File: config.mk
export PLATFORM = sky130hd
export DESIGN_NAME = bin2bcd_seq
export DESIGN_NICKNAME = d
export VERILOG_FILES = /design/src/rtl/bin2bcd_seq.sv
export SDC_FILE = /design/constraint.sdc
export NUM_CORES = 1
export LEC_CHECK = 0
export CORE_UTILIZATION = 49
export CTS_CLUSTER_SIZE = 20
export DETAILED_ROUTE_END_ITERATION = 7
export PLACE_DENSITY = 0.75
export SETUP_SLACK_MARGIN = 0.3
export SLEW_MARGIN = 20
export SYNTH_ARGS = -nofsm -noshare
export SYNTH_HDL_FRONTEND = slang
export SYNTH_SLANG_ARGS = --single-unit
File: constraint.sdc
create_clock -name clk -period 1.5 [get_ports clk]
set_input_delay 0.375 -clock clk [delete_from_list [all_inputs] [get_ports clk]]
set_output_delay 0.375 -clock clk [all_outputs]
set_load 0.02 [all_outputs]
File: src/rtl/bin2bcd_seq.sv
// Iterative double-dabble binary-to-BCD converter: one input bit per clock,
// start/busy/done handshake, registered outputs with overflow flag.

module bin2bcd_dig_adj (
  input  logic [3:0] d_i,
  output logic [3:0] d_o
);
  assign d_o = (d_i >= 4'd5) ? d_i + 4'd3 : d_i;
endmodule

module bin2bcd_seq #(
  parameter int BIN_W  = 8,
  parameter int DIGITS = 3
) (
  input  logic                  clk,
  input  logic                  rst,
  input  logic                  start,
  input  logic [BIN_W-1:0]      bin_in,
  output logic                  busy,
  output logic                  done,
  output logic [4*DIGITS-1:0]   bcd_out,
  output logic                  ovf
);
  localparam int W  = 4*DIGITS;
  localparam int CW = $clog2(BIN_W+1);

  typedef enum logic {IDLE, SHIFT} state_t;

  state_t           state_q, state_d;
  logic [BIN_W-1:0] bin_q, bin_d;
  logic [W-1:0]     work_q, work_d, work_adj;
  logic [CW-1:0]    cnt_q, cnt_d;
  logic             ovf_acc_q, ovf_acc_d;
  logic             done_q, done_d;
  logic [W-1:0]     bcd_q, bcd_d;
  logic             ovf_q, ovf_d;

  // add-3 correction on every digit in parallel, ahead of the shift
  for (genvar g = 0; g < DIGITS; g++) begin : g_adj
    bin2bcd_dig_adj u_adj (
      .d_i (work_q[4*g +: 4]),
      .d_o (work_adj[4*g +: 4])
    );
  end

  always_comb begin
    state_d   = state_q;
    bin_d     = bin_q;
    work_d    = work_q;
    cnt_d     = cnt_q;
    ovf_acc_d = ovf_acc_q;
    done_d    = 1'b0;
    bcd_d     = bcd_q;
    ovf_d     = ovf_q;
    case (state_q)
      IDLE: begin
        if (start) begin
          bin_d     = bin_in;
          work_d    = '0;
          ovf_acc_d = 1'b0;
          cnt_d     = '0;
          state_d   = SHIFT;
        end
      end
      SHIFT: begin
        work_d    = {work_adj[W-2:0], bin_q[BIN_W-1]};
        bin_d     = {bin_q[BIN_W-2:0], 1'b0};
        ovf_acc_d = ovf_acc_q | work_adj[W-1];
        cnt_d     = cnt_q + CW'(1);
        if (cnt_q == CW'(BIN_W-1)) begin
          state_d = IDLE;
          done_d  = 1'b1;
          bcd_d   = work_d;
          ovf_d   = ovf_acc_d;
        end
      end
      default: state_d = IDLE;
    endcase
  end

  always_ff @(posedge clk or posedge rst) begin
    if (rst) begin
      state_q   <= IDLE;
      bin_q     <= '0;
      work_q    <= '0;
      cnt_q     <= '0;
      ovf_acc_q <= 1'b0;
      done_q    <= 1'b0;
      bcd_q     <= '0;
      ovf_q     <= 1'b0;
    end else begin
      state_q   <= state_d;
      bin_q     <= bin_d;
      work_q    <= work_d;
      cnt_q     <= cnt_d;
      ovf_acc_q <= ovf_acc_d;
      done_q    <= done_d;
      bcd_q     <= bcd_d;
      ovf_q     <= ovf_d;
    end
  end

  assign busy    = (state_q == SHIFT);
  assign done    = done_q;
  assign bcd_out = bcd_q;
  assign ovf     = ovf_q;
endmodule
==> results of run 1 <==
==> tightest hold or removal path: stages <==
cell             delay, ns
clkdlybuf4s50_1       0.44
clkinvlp_4            0.10
buf_12                0.22
==> stage by stage <==
step           total power, mW  setup TNS (ns)  setup WS (ns)
4_1_cts                   6.23               0         0.0562
5_1_grt                   7.70          -0.248         -0.106
3_3_place_gp              4.65               0         0.0188
6_report                  7.33         -0.0903        -0.0410
3_5_place_dp              4.82         -0.0486        -0.0302
2_1_floorplan             4.00               0          0.154
==> timing repair <==
action / CTS / global route
setup endpoints to repair: 39 / 41
pin swaps: 3 / 5
cloned: 1 / 2
resized for setup: 105 / 33
setup buffers: 18 / 19
==> kinds of logic after synthesis <==
logic type               after synthesis  synth area share
AO/OA/AOI/OAI                         39             0.108
XOR/XNOR                               4            0.0180
adder cells (fa/ha/maj)                7            0.0451
buffers and inverters                 18            0.0451
flip-flops                            40             0.515
multiplexers                          23             0.123
AND/OR/NAND/NOR                       52             0.146
==> cell usage after synthesis <==
library cell,n,area share
a21oi_1,8,0.021
mux2_2,3,0.017
mux2_4,1,0.0077
ha_1,7,0.045
xor2_1,1,0.0045
o21ai_0,15,0.039
a21oi_2,1,0.0045
a22o_1,1,0.0045
nand2b_1,15,0.048
inv_1,10,0.019
nor3b_1,7,0.027
nand3_1,1,0.0026
nand3_4,1,0.0090
and2b_4,1,0.0052
o21ai_1,11,0.028
a2bb2oi_1,1,0.0045
a31oi_1,1,0.0032
clkbuf_1,1,0.0019
nor2_1,4,0.0077
buf_2,4,0.010
nand2_1,22,0.042
xnor2_1,3,0.014
dfrtp_1,40,0.52
nand4_1,1,0.0032
o31ai_1,1,0.0039
buf_6,1,0.0058
buf_4,2,0.0077
mux2i_1,19,0.098
==> where the power goes <==
part	internal [mW]	leakage (nW)	switching [mW]
registers	1.56	0.500	0.532
clock network	0.375	0.0455	0.381
logic	2.42	0.913	2.06
total	4.35	1.46	2.98
==> cell type report <==
cell class,count,area [µm²]
Multi-Input combinational cell,125,1140
Sequential cell,40,1000
Timing Repair Buffer,70,729
Fill cell,197,674
Clock buffer,8,90.1
Tap cell,48,60.1
Inverter,10,41.3
==> sequential cells by signal (all words and copies together) (netlist names) <==
name       count
bin_q          8
ovf            1
cnt_q          4
ovf_acc_q      1
bcd_out       12
work_q        12
done           1
busy           1
==> how the worst max path moves through the flow <==
stage              start         end  slack [ns]  cells past startpoint
4_1_cts        work_q[4]   work_q[6]        0.06                      5
3_3_place_gp       start  work_q[11]        0.02                      5
5_1_grt        work_q[5]   work_q[6]       -0.11                      6
2_1_floorplan  work_q[8]  work_q[10]        0.15                      5
3_5_place_dp       start  work_q[11]       -0.03                      5
6_report       work_q[8]  work_q[10]       -0.04                      6
==> routing by layer <==
| metal | global-route usage | wire, µm |
|---|---|---|
| met1 | 0.317 | 2410 |
| met2 | 0.391 | 2850 |
| met3 | 0.0669 | 234 |
| met4 | 0.103 | 138 |
| met5 | 0 | 0 |
==> results.py, run 1 <==
metrics = {
    "status": {
        "status": "complete, but fails checks",
        "failed_checks": "negative setup slack",
    },
    "place": {
        "gp_congestion": 0.826,
        "dp.cells": 253,
        "io_buffer_count": 25,
        "placed_area_um2": 2390,
        "place.detailed.hpwl_um": 2620,
    },
    "synthesis": {
        "netlist_instances": 183,
        "synth_warnings": 0,
        "synth_seq_cells": 40,
        "syn_area_um2": 1940,
        "synth.net_count": 201,
        "syn-mean-instance-area_um2": 10.6,
        "ys_seq_area_frac": 0.515,
        "synth_cell_types": 28,
    },
    "global_route": {
        "grt_pass1_wl_um": 7650,
        "overflow": 0,
        "grt_use_total": 0.247,
        "antenna_found_initial": 0,
        "first_global_vias": 1595,
        "grt_max_degree": 41,
    },
    "setup_path": {
        "reg2reg_depth": 6,
        "worstPathRequired_ns": 1.73,
        "critPathLaunchType": "register",
        "path_cells": "inv_2 -> ha_4 -> nand2b_4 -> a21oi_4 -> mux2_4 -> mux2i_1",
        "critical_path.top_delay_family": "multiplexers",
        "path_buf_inv": 1,
        "rr_startpoint": "work_q[8]",
        "cp.arrival_ns": 1.77,
        "rr_endpoint": "work_q[10]",
        "critPathCaptureType": "register",
        "slowest_stage": "dfrtp_1",
        "slowest_delay_ns": 0.46,
        "crit_fanout": 3,
        "r2r_slack_ns": -0.04,
        "path_class": "register to register",
    },
    "final_layout": {
        "num-nets-final": 270,
        "finalNonFillerCells": 301,
        "fin_area_um2": 3070,
        "fin_util": 0.820,
        "layout_common_cells": "dfrtp_1, buf_4, nand2_1",
        "drive_above_1_share": 0.458,
        "final_common_cell": "dfrtp_1",
        "syn_to_final_growth_pct": 58.0,
        "antenna_cells": 0,
    },
    "power": {
        "vdd.ir_drop.worst_uv": 1390,
        "power.density_nw_per_um2": 2390,
        "power.leakage_nw": 1.46,
    },
    "sta": {
        "timing.final.ws_setup_ns": -0.0410,
        "fin_skew_ns": 0.00404,
        "whs_ns": 0.468,
        "finalCritPeriodShare": 1.03,
        "hold_violations": 0,
        "grt_setup_unrepaired": "yes",
        "fmax_ghz": 0.649,
        "slew_headroom": 0.678,
        "final_max_slew_viol_count": 0,
        "final.min_clock_period_ns": 1.54,
        "worst_pin_slew_ns": 0.482,
        "setup_viol_count_final": 3,
    },
    "clocking": {
        "cts_made_buffers": 5,
        "tritoncts": "yes",
        "htreeDepth": 2,
        "clk_pin_slew_ns": 0.07,
        "cts.sinks": 40,
        "clk_latency_ns": 0.30,
        "cts_root_buf": "clkbuf_8",
        "ctsHoldBuffers": 0,
        "clock_path_buffers": 2,
    },
    "route": {
        "dr.first_iter.drc_count": 95,
        "vias": 1683,
        "ant_nets": 0,
        "first_pass_iters": 4,
        "vias_per_cell": 5.59,
        "drt_wl_total_um": 5630,
        "drc": 0,
        "wl_per_cell_um": 18.7,
    },
    "job": {
        "cap_violations": 0,
    },
    "min_path": {
        "hold_path.class": "input pin to async pin",
    },
    "die": {
        "ios": 26,
        "start_util": 0.519,
        "die_area_um2": 4220,
        "rows": 22,
        "die_w_um": 65.0,
        "core_area_um2": 3740,
        "fp.dieH_um": 65.0,
    },
}
(Power assumes the default switching activity.)
==> run 2, diff against run 1 <==
--- a/config.mk
+++ b/config.mk
@@ -5,10 +5,13 @@
 export SDC_FILE = /design/constraint.sdc
 export NUM_CORES = 1
 export LEC_CHECK = 0
-export CORE_UTILIZATION = 49
+export CORE_ASPECT_RATIO = 0.8
+export CORE_UTILIZATION = 53
+export CTS_BUF_LIST = sky130_fd_sc_hd__clkbuf_4 sky130_fd_sc_hd__clkbuf_8
 export CTS_CLUSTER_SIZE = 20
 export DETAILED_ROUTE_END_ITERATION = 7
-export PLACE_DENSITY = 0.75
+export DONT_BUFFER_PORTS = 1
+export PLACE_DENSITY = 0.71
 export SETUP_SLACK_MARGIN = 0.3
 export SLEW_MARGIN = 20
 export SYNTH_ARGS = -nofsm -noshare
==> run 2 against run 1 <==
Against the previous run: clock skew up 0.011 ns; worst setup slack better by 0.023 ns; power down 10%; largest power group unchanged; flip-flop and latch count unchanged; global-route usage down 2.0 points; first-iteration DRC count up 16%; the run still ends with negative setup slack left; count of clock-buffer cells in the layout down 1; critical path depth down 1; clock power up 30%.
==> results.py, run 2 (synthesis gave the netlist of run 1 again) <==
metrics = {
    "die": {
        "die_area_um2": 3910,
        "rows": 19,
        "start_util": 0.560,
        "die_w_um": 69.7,
        "fp.dieH_um": 56.2,
        "ios": 26,
        "core_area_um2": 3470,
    },
    "sta": {
        "hold_violations": 0,
        "finalCritPeriodShare": 1.01,
        "grt_setup_unrepaired": "yes",
        "slew_headroom": 0.656,
        "setup_viol_count_final": 1,
        "fmax_ghz": 0.659,
        "final.min_clock_period_ns": 1.52,
        "worst_pin_slew_ns": 0.515,
        "final_max_slew_viol_count": 0,
        "timing.final.ws_setup_ns": -0.0178,
        "fin_skew_ns": 0.0150,
    },
    "route": {
        "top_layer": "met4",
        "wl_met1_um": 1990,
        "first_pass_iters": 4,
        "drc": 0,
        "ant_nets": 0,
        "dr.first_iter.drc_count": 110,
        "wl_met3_um": 241,
        "dr_wl_met2_um": 2220,
        "vias": 1454,
        "wl_per_cell_um": 17.9,
        "drt_wl_total_um": 4480,
        "vias_per_cell": 5.79,
    },
    "clocking": {
        "clk_pin_slew_ns": 0.09,
        "cts_made_buffers": 5,
        "clk_latency_ns": 0.31,
        "clock_path_buffers": 2,
        "cts_root_buf": "clkbuf_8",
        "cts.sinks": 40,
        "htreeDepth": 2,
        "tritoncts": "yes",
    },
    "power": {
        "power.density_nw_per_um2": 2510,
        "vdd.ir_drop.worst_uv": 1410,
        "power.leakage_nw": 1.23,
    },
    "min_path": {
        "hold_start": "start",
        "holdPathEnd": "work_q[0]",
        "hold_path.class": "input pin to register",
        "hold_path_depth": 1,
    },
    "setup_path": {
        "critPathCaptureType": "register",
        "crit_fanout": 3,
        "cp.arrival_ns": 1.74,
        "worstPathRequired_ns": 1.72,
        "rr_startpoint": "work_q[0]",
        "critPathLaunchType": "register",
        "path_class": "register to register",
        "slowest_stage": "dfrtp_1",
        "reg2reg_depth": 5,
        "path_cells": "ha_2 -> nand2b_4 -> a21oi_4 -> mux2_4 -> mux2i_1",
        "slowest_delay_ns": 0.42,
        "r2r_slack_ns": -0.02,
        "rr_endpoint": "work_q[2]",
    },
    "status": {
        "failed_checks": "negative setup slack",
        "status": "complete, but fails checks",
    },
    "final_layout": {
        "n_fill_cell": 219,
        "num-nets-final": 226,
        "fin_util": 0.753,
        "syn_to_final_growth_pct": 34.5,
        "seqCellArea_um2": 1000,
        "antenna_cells": 0,
        "final_common_cell": "dfrtp_1",
        "drive_above_1_share": 0.364,
        "fin_area_um2": 2610,
        "finalNonFillerCells": 251,
        "multi_input_area_um2": 1080,
        "layout_common_cells": "dfrtp_1, nand2_1, mux2i_1",
    },
    "place": {
        "dp.cells": 220,
        "placed_area_um2": 2120,
        "io_buffer_count": 0,
        "place.detailed.hpwl_um": 2390,
        "gp_congestion": 0.785,
    },
    "global_route": {
        "antenna_found_initial": 0,
        "grt_use_total": 0.227,
        "grt_pass1_wl_um": 6720,
        "grt_max_degree": 25,
        "overflow": 0,
        "first_global_vias": 1396,
    },
    "job": {
        "cap_violations": 0,
    },
}
-- run 2: metal layers --
layer  global-route usage  vias up
met2                0.370       39
met1                0.289      735
met4               0.0571        0
li1                     -      677
met5                    0        -
met3               0.0815        3
-- run 2: worst max-delay path, delay by kind of cell (launching register included) --
family	cells	cell delay [ns]
AO/OA/AOI/OAI	1	0.15
adder cells (fa/ha/maj)	1	0.20
flip-flops	1	0.42
multiplexers	2	0.52
AND/OR/NAND/NOR	1	0.15
-- run 2: cell type report --
type / instances / share of cell area
tap: 42 / 0.0201
inverter: 10 / 0.0168
clock inverter: 1 / 0.0115
timing repair buffer: 26 / 0.117
sequential: 40 / 0.384
clock buffer: 7 / 0.0369
multi-input combinational: 125 / 0.414
-- run 2: worst max path at each step --
stage | start | endpoint | slack (ns) | depth (start not counted)
2_1_floorplan | work_q[8] | work_q[10] | 0.15 | 5
3_3_place_gp | work_q[4] | work_q[6] | 0.12 | 5
3_5_place_dp | work_q[1] | work_q[2] | 0.05 | 6
4_1_cts | work_q[8] | work_q[10] | 0.08 | 5
5_1_grt | work_q[0] | work_q[2] | -0.07 | 5
6_report | work_q[0] | work_q[2] | -0.02 | 5
-- run 2: power breakdown --
group | internal, mW | total [mW] | switching (mW)
clock | 0.587 | 0.984 | 0.396
sequential | 1.55 | 2.23 | 0.674
combinational | 1.84 | 3.36 | 1.52
total | 3.98 | 6.57 | 2.59
-- run 2: timing repair --
action                                  4_1_cts  5_1_grt
setup buffers                                10        9
hold buffers                                  1        0
gates resized for setup                       9       21
endpoints found under the setup margin       22       29
hold endpoints to repair                     21        0
cloned                                        2        1
pin swaps                                     1        2
-- run 2: through the flow --
step / power, mW / setup WS (ns) / hold WS [ns] / setup TNS [ns]
after floorplan: 4.00 / 0.154 / 0.354 / 0
after global placement: 4.32 / 0.116 / 0.297 / 0
after detailed placement: 4.46 / 0.0522 / 0.308 / 0
after CTS: 5.98 / 0.0828 / 0.171 / 0
after global routing: 6.93 / -0.0739 / 0.160 / -0.0791
final: 6.57 / -0.0178 / 0.177 / -0.0178
==> run 3, diff against run 2 <==
--- a/config.mk
+++ b/config.mk
@@ -11,6 +11,7 @@
 export CTS_CLUSTER_SIZE = 20
 export DETAILED_ROUTE_END_ITERATION = 7
 export DONT_BUFFER_PORTS = 1
+export HOLD_SLACK_MARGIN = 0.12
 export PLACE_DENSITY = 0.71
 export SETUP_SLACK_MARGIN = 0.3
 export SLEW_MARGIN = 20
==> results of run 3 <==
Final layout, timing and power as in run 2 (identical DEF).
